<file path="src/rtl/cfo_ctrl_pkg.sv">
// Shared types and helpers for the CFO loop acquisition/tracking controller.
package cfo_ctrl_pkg;

    typedef enum logic [1:0] {
        IDLE  = 2'd0,
        ACQ   = 2'd1,
        TRACK = 2'd2
    } cfo_state_t;

    localparam int SHIFT_W = 5;

    // Two's-complement magnitude of a w-bit value (sign-extended into v);
    // the most-negative code saturates to the largest positive code.
    function automatic logic [63:0] sat_abs(input logic signed [63:0] v, input int w);
        logic signed [63:0] most_neg;
        most_neg = -(64'sd1 <<< (w - 1));
        if (v == most_neg)
            sat_abs = (64'd1 << (w - 1)) - 64'd1;
        else if (v < 0)
            sat_abs = -v;
        else
            sat_abs = v;
    endfunction

endpackage

</file>
<file path="src/rtl/cfo_lock_metric.sv">
// Windowed mean-|err| lock metric: accumulates 2**WIN_LOG2 valid errors and
// publishes their mean with a one-cycle strobe.
module cfo_lock_metric
    import cfo_ctrl_pkg::*;
#(
    parameter int ERR_WIDTH = 24,
    parameter int WIN_LOG2  = 6
) (
    input  logic                 clk,
    input  logic                 rst,
    input  logic                 flush,
    input  logic                 err_valid_i,
    input  logic [ERR_WIDTH-1:0] phase_err_i,
    output logic                 win_end,
    output logic [ERR_WIDTH-1:0] win_mean,
    output logic [ERR_WIDTH-1:0] metric_o,
    output logic                 metric_valid_o
);

    localparam int ACC_W = ERR_WIDTH + WIN_LOG2;

    logic signed [63:0]   err_sx;
    logic [ERR_WIDTH-1:0] abs_err;
    logic [ACC_W-1:0]     acc;
    logic [ACC_W-1:0]     acc_sum;
    logic [WIN_LOG2-1:0]  cnt;

    assign err_sx   = 64'(signed'(phase_err_i));
    assign abs_err  = ERR_WIDTH'(sat_abs(err_sx, ERR_WIDTH));
    assign acc_sum  = acc + ACC_W'(abs_err);
    assign win_end  = err_valid_i && (cnt == '1);
    // Mean of the window including the sample being accepted this cycle.
    assign win_mean = ERR_WIDTH'(acc_sum >> WIN_LOG2);

    always_ff @(posedge clk) begin
        if (rst) begin
            acc            <= '0;
            cnt            <= '0;
            metric_o       <= '0;
            metric_valid_o <= 1'b0;
        end else begin
            metric_valid_o <= 1'b0;
            if (flush) begin
                acc <= '0;
                cnt <= '0;
            end else if (err_valid_i) begin
                if (win_end) begin
                    acc            <= '0;
                    cnt            <= '0;
                    metric_o       <= win_mean;
                    metric_valid_o <= 1'b1;
                end else begin
                    acc <= acc_sum;
                    cnt <= cnt + 1'b1;
                end
            end
        end
    end

endmodule

</file>
<file path="src/rtl/cfo_loop_ctrl.sv">
// CFO loop acquisition/tracking sequencer: IDLE/ACQ/TRACK FSM driving loop-filter
// gains, clear and hold. Define CFO_CTRL_STATS_EN to add lock/loss/timeout counters.
module cfo_loop_ctrl
    import cfo_ctrl_pkg::*;
#(
    parameter int                   ERR_WIDTH   = 24,
    parameter int                   WIN_LOG2    = 6,
    parameter logic [ERR_WIDTH-1:0] LOCK_THR    = 24'h020000,
    parameter logic [ERR_WIDTH-1:0] UNLOCK_THR  = 24'h080000,
    parameter int                   LOCK_CNT    = 3,
    parameter int                   LOSS_CNT    = 2,
    parameter int                   ACQ_TIMEOUT = 256,
    parameter logic [SHIFT_W-1:0]   KP_SH_ACQ   = 5'd8,
    parameter logic [SHIFT_W-1:0]   KI_SH_ACQ   = 5'd14,
    parameter logic [SHIFT_W-1:0]   KP_SH_TRK   = 5'd12,
    parameter logic [SHIFT_W-1:0]   KI_SH_TRK   = 5'd20
) (
    input  logic                 clk,
    input  logic                 rst,
    input  logic                 enable_i,
    input  logic                 err_valid_i,
    input  logic [ERR_WIDTH-1:0] phase_err_i,
    output logic [SHIFT_W-1:0]   kp_shift_o,
    output logic [SHIFT_W-1:0]   ki_shift_o,
    output logic                 lf_clr_o,
    output logic                 lf_hold_o,
    output logic                 locked_o,
    output logic [1:0]           state_o,
    output logic [ERR_WIDTH-1:0] metric_o,
    output logic                 metric_valid_o
`ifdef CFO_CTRL_STATS_EN
    ,
    output logic [15:0]          lock_cnt_o,
    output logic [15:0]          loss_cnt_o,
    output logic [15:0]          timeout_cnt_o
`endif
);

    localparam int GW = $clog2(LOCK_CNT + 1);
    localparam int BW = $clog2(LOSS_CNT + 1);
    localparam int AW = $clog2(ACQ_TIMEOUT + 1);

    cfo_state_t           state, state_nx;
    logic [GW-1:0]        good_cnt, good_nx, good_inc;
    logic [BW-1:0]        bad_cnt, bad_nx, bad_inc;
    logic [AW-1:0]        acq_win, acq_nx;
    logic                 clr_nx;
    logic                 flush;
    logic                 win_end;
    logic [ERR_WIDTH-1:0] win_mean;
    logic                 is_good, is_bad;

    // IDLE and a dropped enable both discard any partial window.
    assign flush = !enable_i || (state == IDLE);

    cfo_lock_metric #(
        .ERR_WIDTH (ERR_WIDTH),
        .WIN_LOG2  (WIN_LOG2)
    ) u_metric (
        .clk            (clk),
        .rst            (rst),
        .flush          (flush),
        .err_valid_i    (err_valid_i),
        .phase_err_i    (phase_err_i),
        .win_end        (win_end),
        .win_mean       (win_mean),
        .metric_o       (metric_o),
        .metric_valid_o (metric_valid_o)
    );

    assign is_good = win_mean < LOCK_THR;
    assign is_bad  = win_mean > UNLOCK_THR;

    always_comb begin
        state_nx = state;
        good_nx  = good_cnt;
        bad_nx   = bad_cnt;
        acq_nx   = acq_win;
        clr_nx   = 1'b0;
        // Mid-band windows leave both run counters untouched.
        good_inc = is_good ? good_cnt + 1'b1 : (is_bad ? '0 : good_cnt);
        bad_inc  = is_bad  ? bad_cnt + 1'b1  : (is_good ? '0 : bad_cnt);

        if (!enable_i) begin
            state_nx = IDLE;
            good_nx  = '0;
            bad_nx   = '0;
            acq_nx   = '0;
        end else begin
            case (state)
                IDLE: begin
                    state_nx = ACQ;
                    clr_nx   = 1'b1;
                    good_nx  = '0;
                    bad_nx   = '0;
                    acq_nx   = '0;
                end
                ACQ: begin
                    if (win_end) begin
                        if (good_inc == GW'(LOCK_CNT)) begin
                            state_nx = TRACK;
                            good_nx  = '0;
                            bad_nx   = '0;
                            acq_nx   = '0;
                        end else if (acq_win + 1'b1 == AW'(ACQ_TIMEOUT)) begin
                            clr_nx  = 1'b1;
                            good_nx = '0;
                            bad_nx  = '0;
                            acq_nx  = '0;
                        end else begin
                            good_nx = good_inc;
                            acq_nx  = acq_win + 1'b1;
                        end
                    end
                end
                TRACK: begin
                    if (win_end) begin
                        if (bad_inc == BW'(LOSS_CNT)) begin
                            state_nx = ACQ;
                            clr_nx   = 1'b1;
                            good_nx  = '0;
                            bad_nx   = '0;
                            acq_nx   = '0;
                        end else begin
                            bad_nx = bad_inc;
                        end
                    end
                end
                default: begin
                    state_nx = IDLE;
                    good_nx  = '0;
                    bad_nx   = '0;
                    acq_nx   = '0;
                end
            endcase
        end
    end

    always_ff @(posedge clk) begin
        if (rst) begin
            state      <= IDLE;
            good_cnt   <= '0;
            bad_cnt    <= '0;
            acq_win    <= '0;
            kp_shift_o <= KP_SH_ACQ;
            ki_shift_o <= KI_SH_ACQ;
            lf_clr_o   <= 1'b0;
            lf_hold_o  <= 1'b1;
            locked_o   <= 1'b0;
        end else begin
            state      <= state_nx;
            good_cnt   <= good_nx;
            bad_cnt    <= bad_nx;
            acq_win    <= acq_nx;
            kp_shift_o <= (state_nx == TRACK) ? KP_SH_TRK : KP_SH_ACQ;
            ki_shift_o <= (state_nx == TRACK) ? KI_SH_TRK : KI_SH_ACQ;
            lf_clr_o   <= clr_nx;
            lf_hold_o  <= (state_nx == IDLE);
            locked_o   <= (state_nx == TRACK);
        end
    end

    assign state_o = state;

`ifdef CFO_CTRL_STATS_EN
    logic lock_evt, loss_evt, tout_evt;

    assign lock_evt = (state == ACQ)   && (state_nx == TRACK);
    assign loss_evt = (state == TRACK) && (state_nx == ACQ);
    // The only ACQ->ACQ step that clears the filter is a timeout restart.
    assign tout_evt = (state == ACQ)   && (state_nx == ACQ) && clr_nx;

    always_ff @(posedge clk) begin
        if (rst) begin
            lock_cnt_o    <= '0;
            loss_cnt_o    <= '0;
            timeout_cnt_o <= '0;
        end else begin
            if (lock_evt && lock_cnt_o != 16'hFFFF)
                lock_cnt_o <= lock_cnt_o + 16'd1;
            if (loss_evt && loss_cnt_o != 16'hFFFF)
                loss_cnt_o <= loss_cnt_o + 16'd1;
            if (tout_evt && timeout_cnt_o != 16'hFFFF)
                timeout_cnt_o <= timeout_cnt_o + 16'd1;
        end
    end
`endif

endmodule

</file>
<file path="config.mk">
export PLATFORM = sky130hd
export DESIGN_NAME = cfo_loop_ctrl
export DESIGN_NICKNAME = d
export VERILOG_FILES = /design/src/rtl/cfo_ctrl_pkg.sv /design/src/rtl/cfo_lock_metric.sv /design/src/rtl/cfo_loop_ctrl.sv
export SDC_FILE = /design/constraint.sdc
export NUM_CORES = 1
export LEC_CHECK = 0
export ABC_AREA = 0
export CORE_MARGIN = 8
export CORE_UTILIZATION = 40
export CTS_BUF_LIST = sky130_fd_sc_hd__clkbuf_2
export CTS_CLUSTER_DIAMETER = 80
export DETAILED_ROUTE_END_ITERATION = 10
export SKIP_CTS_REPAIR_TIMING = 1
export SLEW_MARGIN = 20
export SYNTH_ARGS = -nofsm -noshare
export SYNTH_HDL_FRONTEND = slang
export SYNTH_HIERARCHICAL = 1
export SYNTH_SLANG_ARGS = --single-unit
</file>
<file path="constraint.sdc">
create_clock -name clk -period 6.75 [get_ports clk]
set_input_delay 1.35 -clock clk [delete_from_list [all_inputs] [get_ports clk]]
set_output_delay 1.35 -clock clk [all_outputs]
set_load 0.05 [all_outputs]
</file>
==> results.md <==
* Run status: complete, no violations
* Tcrit/Tclk final at 0.9872
* Worst endpoint required time at 7.24 ns
* Leakage at 3.305 nW
* Iter 0 DRT Violations at 359
* I/O pin total at 68
* Dpl cell area at 7684 um^2
* Commonest register cell after synthesis: dfxtp_1
* Die extent in x at 136.4 um
* Post-layout util at 0.5530
* Hold WC Path Type: reg2reg
* # port buffers at 61
* CP Class: in2reg
* Register area at 1602 um^2
* Placed wire-length estimate at 14420 um
* Yosys top cell by area: dfxtp_1
* Die Y at 136.4 um
* Clock sink count at 80
* Drt pass-1 iters at 5
* Area Growth Syn to Fin at 37.11%
* Mapped Area at 5796 um^2
* Max IR drop VDD at 0.00007647 V
* Cts bufs inserted at 9
* Min cycle time layout at 6.663 ns
* CTS tree: done
* Nets at 1012
* Max-cap viol count at 0
* Slew headroom at 0.4197
* Fill count at 1387
* Synth area leaders: dfxtp_1 28%, ha_1 7.6%, nand2_1 6.4%
* Via density at 5.365
* Mapped Cells at 746
* Slew Limit Fails at 0
* FP Rows at 44
* Final WL at 17730 um
* Synth warn at 6
* Mean area per synthesized cell at 7.769 um^2
* Synth top area share at 0.2763
* Vias in the first global route at 5971
* Core region area at 14370 um^2
* Wire per inst at 15.58 um
* WHS at 0.4694 ns
* Power density over the cells at 126.2 nW/um^2
* Largest net degree at the start of global routing at 30
* CTS clk-pin slew, worst paths at 0.21 ns
* Initial antenna violation count at 1
* Clock tree buffer depth at 2
* Final count of negative-setup-slack endpoints at 0
* Routability cong. at 0.9123
* Multi-input gate area at 3983 um^2
* Crit start category: primary input
* Seq/Total Area, Yosys at 0.2763
* Layout cell share with drive strength beyond 1 at 0.2445
* Yosys reg bits at 80
* GRT Util Overall at 0.1938
* Root Driver: clkbuf_2
* Dpl cells at 1116
* Cell Count, Final, Fillers Out at 1138
* Total number of vias at 6105
* Die footprint at 18600 um^2
* Total grt overflow at 0
* Starting Density at 0.4033
* Clk_lat worst skew at 0.59 ns
* Worst-path maximum fanout at 6
* Ys async rst share at 0
* Hold Fails Final Rpt at 0
* First-pass GRT wire length at 29100 um
* Total Power at 1.003 mW
* Routed Antenna Nets at 0
* Crit path capture type: register
* RSZ-0062 raised after global routing: yes
* EDFF count, synth at 0
* Post-route cell area at 7946 um^2
* Worst-Margin Slew at 0.8705 ns
* Critical Path AT at 7.16 ns
* Max Clk Rate at 150.1 MHz
* Yosys cell types at 80
* CTS HTree Levels at 3
* # DRC at 0
* Max Clock Skew at 0.02883 ns
## registers in the layout, indices dropped and copies added, names as in the netlist
register,cells
good_cnt,2
lf_hold_o,1
u_metric/metric_valid_o,1
ki_shift_o,1
state_o,2
kp_shift_o,1
u_metric/metric_o,24
lf_clr_o,1
u_metric/acc,30
acq_win,9
u_metric/cnt,6
bad_cnt,2
## where the power goes
group / switching [mW] / total, mW / internal, mW
clock network: 0.174 / 0.259 / 0.0850
registers: 0.00307 / 0.480 / 0.477
logic: 0.138 / 0.263 / 0.126
## stage by stage
step | TNS (ns) | setup slack (ns)
6_report | 0 | 0.08664
5_1_grt | -0.04321 | -0.03923
4_1_cts | 0 | 0.03776
3_5_place_dp | -8.695 | -0.6022
3_3_place_gp | -7.299 | -0.5136
2_1_floorplan | 0 | 0.02238
## final timing paths
path / slack (ns) / cells after the start / endpoint / startpoint
hold reg to reg: 0.47 / 2 / u_metric/metric_o[11]$_SDFFE_PP0P_ / u_metric/metric_o[11]$_SDFFE_PP0P_
setup reg to reg: 2.59 / 19 / ki_shift_o[3]$_SDFF_PP1_ / u_metric/acc[0]$_SDFFE_PP0P_
hold / removal: 0.47 / 2 / u_metric/metric_o[11]$_SDFFE_PP0P_ / u_metric/metric_o[11]$_SDFFE_PP0P_
setup / recovery: 0.09 / 22 / ki_shift_o[3]$_SDFF_PP1_ / phase_err_i[7]
## cells by family (layout without fill, tap and decap cells)
group	Yosys count	count (layout)	synth area share
AOI/OAI and AO/OA	210	210	0.2457
xor gates and xnor gates	48	48	0.07254
adders and majority gates	36	36	0.07902
buffers and inverters	73	276	0.06023
DFF	80	80	0.2763
muxes	7	7	0.01231
other	2	7	0.001296
and+or+nand+nor	290	290	0.2526
## cell usage after synthesis, drive strengths merged (4+ instances only)
cell / count
a21o: 10
nor2b: 11
nand2: 99
a21boi: 4
dfxtp: 80
nand3b: 5
xor2: 30
a41oi: 4
o22ai: 5
a211oi: 6
nor3: 11
a22o: 14
and2: 6
nand4: 16
nor2: 63
a31oi: 12
o31ai: 9
or3: 10
inv: 26
a2111oi: 5
and4: 4
nand2b: 10
xnor2: 18
buf: 19
nand3: 20
o211ai: 6
or4: 6
o21ai: 40
mux2i: 6
clkbuf: 28
and3: 7
nor4: 8
or2: 4
o21a: 7
ha: 35
a21oi: 63
## final cells by class
| cell class | count | share of cell area |
|---|---|---|
| Timing Repair Buffer | 234 | 0.2419 |
| Antenna cell | 1 | 0.0003149 |
| Inverter | 26 | 0.01228 |
| Multi-Input combinational cell | 597 | 0.5012 |
| Tap cell | 184 | 0.02897 |
| Sequential cell | 80 | 0.2015 |
| Clock inverter | 6 | 0.007558 |
| Clock buffer | 10 | 0.006298 |
## layer usage
| layer | global-route usage | up-vias | wire length [um] |
|---|---|---|---|
| li1 | - | 3097 | - |
| met1 | 0.2527 | 2853 | 8498 |
| met2 | 0.3162 | 131 | 8107 |
| met3 | 0.02956 | 24 | 769 |
| met4 | 0.07138 | 0 | 359 |
| met5 | 0 | - | 0 |
## critical path, cell delays in order
cell             delay, ns
clkdlybuf4s50_1       0.42
or3_4                 0.40
or4_4                 0.47
or4_4                 0.54
nand2b_1              0.19
o21ai_1               0.16
mux2i_1               0.26
ha_1                  0.29
buf_4                 0.17
and3_1                0.20
buf_4                 0.15
and3_1                0.17
nor2b_1               0.14
a21boi_2              0.18
nand3b_1              0.19
xnor2_2               0.11
or4_4                 0.49
a2111oi_4             0.35
a31oi_2               0.11
o32ai_1               0.27
o21ba_2               0.21
or3b_1                0.33
## layout by cell type, fill, tap and decap left out, types with 7 or more instances in the layout
| cell type | count |
|---|---|
| nor2b_1 | 11 |
| nor3_1 | 10 |
| xor2_1 | 30 |
| o21a_1 | 7 |
| inv_1 | 26 |
| nand4_1 | 16 |
| dfxtp_1 | 80 |
| a21oi_1 | 55 |
| nor2_1 | 62 |
| clkbuf_2 | 10 |
| a31oi_1 | 10 |
| a22o_1 | 14 |
| nand2_1 | 99 |
| nand3_1 | 20 |
| o31ai_1 | 9 |
| ha_1 | 35 |
| and3_1 | 7 |
| buf_4 | 172 |
| o21ai_0 | 33 |
| a21oi_2 | 8 |
| nand2b_1 | 10 |
| xnor2_1 | 17 |
| a21o_1 | 7 |
| clkdlybuf4s50_1 | 61 |
| or3_1 | 9 |
Power figures use the tool's default switching activity.
